===== src/rtl/fft_stream_ctrl.sv =====
// Frame controller around an external FFT core: gathers N input samples, starts the FFT,
// waits a bounded time for its result, then streams the N bins out in index order.
module fft_stream_ctrl #(
    parameter int N       = 8,
    parameter int TIMEOUT = 64
) (
    input  logic                 i_clk,
    input  logic                 i_rst,
    input  logic                 i_s_valid,
    output logic                 o_s_ready,
    input  logic signed [31:0]   i_s_data_r,
    input  logic signed [31:0]   i_s_data_i,
    output logic signed [31:0]   o_fft_data_in_r [0:N-1],
    output logic signed [31:0]   o_fft_data_in_i [0:N-1],
    output logic                 o_fft_valid,
    input  logic signed [31:0]   i_fft_data_out_r [0:N-1],
    input  logic signed [31:0]   i_fft_data_out_i [0:N-1],
    input  logic                 i_fft_ready,
    output logic                 o_m_valid,
    input  logic                 i_m_ready,
    output logic signed [31:0]   o_m_data_r,
    output logic signed [31:0]   o_m_data_i,
    output logic [$clog2(N)-1:0] o_m_index,
    output logic                 o_m_last,
    output logic                 o_busy,
    output logic                 o_err_timeout,
    output logic [15:0]          o_frame_cnt
);
    localparam int IW = $clog2(N);
    localparam int TW = (TIMEOUT > 1) ? $clog2(TIMEOUT) : 1;

    localparam logic [1:0] ST_FILL  = 2'd0;
    localparam logic [1:0] ST_START = 2'd1;
    localparam logic [1:0] ST_WAIT  = 2'd2;
    localparam logic [1:0] ST_DRAIN = 2'd3;

    localparam logic [IW-1:0] LAST_IDX = IW'(N - 1);
    localparam logic [TW-1:0] TO_LAST  = TW'(TIMEOUT - 1);

    logic [1:0]         r_state;
    logic [IW-1:0]      r_wrIdx;
    logic [IW-1:0]      r_rdIdx;
    logic [TW-1:0]      r_toCnt;
    logic [15:0]        r_frameCnt;
    logic               r_errTimeout;
    logic signed [31:0] r_inBufR  [0:N-1];
    logic signed [31:0] r_inBufI  [0:N-1];
    logic signed [31:0] r_outBufR [0:N-1];
    logic signed [31:0] r_outBufI [0:N-1];

    logic w_inFire;
    logic w_fftDone;

    assign w_inFire  = (r_state == ST_FILL) && i_s_valid;
    assign w_fftDone = (r_state == ST_WAIT) && i_fft_ready;

    // Buffers carry no reset; their contents only matter after a full write.
    always_ff @(posedge i_clk) begin
        if (w_inFire) begin
            r_inBufR[r_wrIdx] <= i_s_data_r;
            r_inBufI[r_wrIdx] <= i_s_data_i;
        end
    end

    always_ff @(posedge i_clk) begin
        if (w_fftDone) begin
            for (int k = 0; k < N; k++) begin
                r_outBufR[k] <= i_fft_data_out_r[k];
                r_outBufI[k] <= i_fft_data_out_i[k];
            end
        end
    end

    always_ff @(posedge i_clk) begin
        if (i_rst) begin
            r_state      <= ST_FILL;
            r_wrIdx      <= '0;
            r_rdIdx      <= '0;
            r_toCnt      <= '0;
            r_frameCnt   <= 16'd0;
            r_errTimeout <= 1'b0;
        end else begin
            case (r_state)
                ST_FILL: begin
                    if (i_s_valid) begin
                        if (r_wrIdx == LAST_IDX) begin
                            r_wrIdx <= '0;
                            r_state <= ST_START;
                        end else begin
                            r_wrIdx <= r_wrIdx + 1'b1;
                        end
                    end
                end
                ST_START: begin
                    r_toCnt <= '0;
                    r_state <= ST_WAIT;
                end
                ST_WAIT: begin
                    // A result arriving on the final allowed cycle still wins over the timeout.
                    if (i_fft_ready) begin
                        r_rdIdx <= '0;
                        r_state <= ST_DRAIN;
                    end else if (r_toCnt == TO_LAST) begin
                        r_errTimeout <= 1'b1;
                        r_state      <= ST_FILL;
                    end else begin
                        r_toCnt <= r_toCnt + 1'b1;
                    end
                end
                ST_DRAIN: begin
                    if (i_m_ready) begin
                        if (r_rdIdx == LAST_IDX) begin
                            r_rdIdx    <= '0;
                            r_frameCnt <= r_frameCnt + 16'd1;
                            r_state    <= ST_FILL;
                        end else begin
                            r_rdIdx <= r_rdIdx + 1'b1;
                        end
                    end
                end
                default: r_state <= ST_FILL;
            endcase
        end
    end

    // Handshake outputs are masked while reset is held so nothing leaks before the reset edge.
    assign o_s_ready     = !i_rst && (r_state == ST_FILL);
    assign o_fft_valid   = !i_rst && (r_state == ST_START);
    assign o_m_valid     = !i_rst && (r_state == ST_DRAIN);
    assign o_m_index     = o_m_valid ? r_rdIdx : '0;
    assign o_m_last      = o_m_valid && (r_rdIdx == LAST_IDX);
    assign o_m_data_r    = r_outBufR[r_rdIdx];
    assign o_m_data_i    = r_outBufI[r_rdIdx];
    assign o_busy        = !((r_state == ST_FILL) && (r_wrIdx == '0));
    assign o_err_timeout = r_errTimeout;
    assign o_frame_cnt   = r_frameCnt;

    assign o_fft_data_in_r = r_inBufR;
    assign o_fft_data_in_i = r_inBufI;

endmodule


===== config.mk =====
export PLATFORM = sky130hd
export DESIGN_NAME = fft_stream_ctrl
export DESIGN_NICKNAME = d
export VERILOG_FILES = /design/src/rtl/fft_stream_ctrl.sv
export SDC_FILE = /design/constraint.sdc
export NUM_CORES = 1
export LEC_CHECK = 0
export ABC_AREA = 1
export CORE_AREA = 2 2 458 460
export DETAILED_ROUTE_END_ITERATION = 8
export DIE_AREA = 0 0 460 462
export GPL_TIMING_DRIVEN = 0
export PLACE_DENSITY_LB_ADDON = 0.15
export SYNTH_ARGS = -nofsm -noshare
export SYNTH_HDL_FRONTEND = slang
export SYNTH_SLANG_ARGS = --single-unit

===== constraint.sdc =====
create_clock -name i_clk -period 16 [get_ports i_clk]
set_input_delay 3.2 -clock i_clk [delete_from_list [all_inputs] [get_ports i_clk]]
set_output_delay 3.2 -clock i_clk [all_outputs]
set_load 0.01 [all_outputs]

==> impl_metrics.tcl <==
set metrics [dict create \
    nets 4205 \
    setup_violations 0 \
    synth_nets 2865 \
    row_count 168 \
    dpl_cell_area_sq_um 52800 \
    num_io_pins 1182 \
    post-route-min-period_ns 8.01 \
    ff2ff_path_depth 6 \
    synth.area.top_cells "edfxtp_1, nor2_1, o21ai_0" \
    clkSlewWorstSetupHoldPaths_ns 0.05 \
    syn_area_per_cell_sq_um 16.2 \
    gr-total-overflow 0 \
    antenna_found_initial 90 \
    drc 0 \
    max_freq_ghz 0.125 \
    clkSinkCount 1058 \
    grt_max_degree 130 \
    worstSetupStartpoint "i_rst" \
    fp.dieH_um 462 \
    synth.largest_area_cell "edfxtp_1" \
    worst_slew_pin_slew_ns 1.25 \
    numCtsBuffers 130 \
    synth-edff-count 1024 \
    cts_buffer_depth 3 \
    worst_slack_ns 7.99 \
    grt_pass1_wl_um 209000 \
    drt-initial-drc-count 1671 \
    min_to "o_err_timeout$_SDFFE_PP0P_" \
    critPathKind "primary input to output pin" \
    routabilityCongestion 0.796 \
    cts_tree "built" \
    crit_arrival_ns 4.81 \
    crit_path_start_kind "primary input" \
    grt_pass1_vias 24800 \
    synth_common_cells "edfxtp_1, nor2_1, o21ai_0" \
    min_path_type "flip-flop to flip-flop" \
    htree_levels 4 \
    global_route.usage.total 0.144 \
    yosysMostFrequentCell "edfxtp_1" \
    slowest_stage "clkdlybuf4s50_1" \
    max_stage_delay_ns 0.57 \
    hold_depth 2 \
    skew_ns 0.0285 \
    ys_ff_latch 1058 \
    worstPathMaxFanout 10 \
    ir_drop_uv 104 \
    max-cap-violations 0 \
    synth_ff_type "edfxtp_1" \
    die_w_um 460 \
    fin_setup_tns_ns 0 \
    design.die.area_sq_um 213000 \
    drive_above_1_share 0.0680 \
    min_from "o_err_timeout$_SDFFE_PP0P_" \
    firstDrtPassIters 7 \
    status "complete, no violations" \
    postCtsHoldBufs 0 \
    syn_inst 2277 \
    dp_hpwl_um 122000 \
    rsz0062_at_grt "no" \
    slew-limit-headroom 0.170 \
    yosysSeqAreaShare 0.852 \
    root_buffer "clkbuf_16" \
    timing.rr.start "r_state[1]$_SDFFE_PP0P_" \
    synth_cell_types 24 \
    synth_area_sq_um 36900 \
    synth_warnings 0 \
    hold_violations 0 \
    critPathRequiredTime_ns 12.80 \
    insertion_delay_ns 0.81 \
    fillers 21500 \
    io_buffers 1180 \
    coreArea_sq_um 208000 \
    power_density_nw_per_um2 143 \
    cp-end-kind "output pin" \
    reg2reg_setup_slack_ns 13.05 \
    crit_chain "clkbuf_1 > buf_1 > nor2_1 > clkdlybuf4s50_1" \
    stdcell_area_sq_um 56900 \
    wire_per_inst_um 24.6 \
    routed_wl_um 159000 \
    rr_endpoint "r_outBufI[0][28]$_DFFE_PP_" \
    path_delay_family "buffers and inverters" \
    vias_per_cell 3.75 \
    syn2layout_area_growth_pct 54.2 \
    postCtsSetupBuffers 0 \
    post-place-ws_ns 7.88 \
    critPathBufInv 3 \
    num_vias 24300 \
    cts.repair.resized 0 \
    total_power_uw 8110 \
    finalCritPeriodShare 0.501 \
    yosysTopAreaCellShare 0.834 \
    async_reset_ff_frac 0 \
    slew_viol_final 0 \
    power.leakage_uw 0.0187 \
    drtAntennaViolNets 0 \
    initial_core_util 0.177 \
]
## metrics by stage
| step | std cells | util | hold WS, ns |
|---|---|---|---|
| 5_1_grt | 6450 | 0.273 | 0.528 |
| 3_3_place_gp | 6177 | 0.250 | 0.460 |
| 4_1_cts | 6439 | 0.273 | 0.481 |
| 6_report | 6471 | 0.273 | 0.474 |
| 2_1_floorplan | 2277 | - | 0.467 |
| 3_5_place_dp | 6205 | 0.254 | 0.466 |
## state kept, by name, indices dropped and copies added, names as in the netlist, named ones only
name             count
o_fft_data_in_i    256
o_fft_data_in_r    256
r_outBufI          256
r_outBufR          256
o_frame_cnt         16
r_toCnt              6
r_rdIdx              3
r_wrIdx              3
r_state              2
o_err_timeout        1
## cell type report
cell class	count	area, sq um	area share
sequential	1058	31400	0.552
timing repair buffer	1208	12400	0.219
multi-input combinational	1081	4860	0.0854
clock buffer	166	3410	0.0599
tap	2720	3400	0.0598
clock inverter	68	613	0.0108
buffer	101	515	0.00906
inverter	37	146	0.00257
antenna	32	80.1	0.00141
## how the worst max path moves through the flow
stage                                 endpoint  slack (ns)  cells after the start
floorplan            r_outBufI[0][0]$_DFFE_PP_        1.99                      2
global placement    r_outBufI[0][22]$_DFFE_PP_       -4.49                      3
detailed placement                   o_s_ready        7.88                      4
CTS                                  o_s_ready        7.90                      4
global route                       o_fft_valid        7.83                      4
finish                               o_s_ready        7.99                      4
## metal layers
metal,vias up,global-route usage,part of all wire
met3,285,0.0662,0.098
met1,11700,0.151,0.37
met5,-,0,0.0040
li1,11200,-,-
met2,998,0.253,0.51
met4,100,0.0466,0.024
## power breakdown
| part | switching (uW) | internal, uW | leakage, uW | total, uW |
|---|---|---|---|---|
| combinational | 1050 | 707 | 0.00717 | 1750 |
| sequential | 86.4 | 3450 | 0.00953 | 3530 |
| clock | 1230 | 1600 | 0.00196 | 2830 |
| total | 2360 | 5750 | 0.0187 | 8110 |
## layout by cell type (no fill, tap or decap), drive strengths merged, types with 18 or more instances in the layout
| master | count |
|---|---|
| a31oi | 65 |
| diode | 32 |
| a21oi | 86 |
| clkbuf | 221 |
| buf | 74 |
| nand3 | 18 |
| clkinv | 56 |
| dfxtp | 34 |
| nor2 | 373 |
| clkdlybuf4s50 | 1180 |
| o21ai | 266 |
| inv | 43 |
| nand2 | 248 |
| edfxtp | 1024 |
## worst min-delay path: cells and delay by family, from the launching register on
kind,cells,cell delay [ns]
DFF,1,0.33
and+or+nand+nor,1,0.07
AOI/OAI and AO/OA,1,0.04
## kinds of logic (layout without fill, tap and decap cells)
kind of cell,after synthesis,count (layout),share of synthesized area
adder cells (fa/ha/maj),7,7,0.00237
other,0,32,0
AO/OA/AOI/OAI,423,423,0.0600
flip-flops,1058,1058,0.852
AND/OR/NAND/NOR,649,649,0.0673
XOR/XNOR,2,2,0.000475
buffers and inverters,138,1580,0.0177
Power figures use the tool's default switching activity.
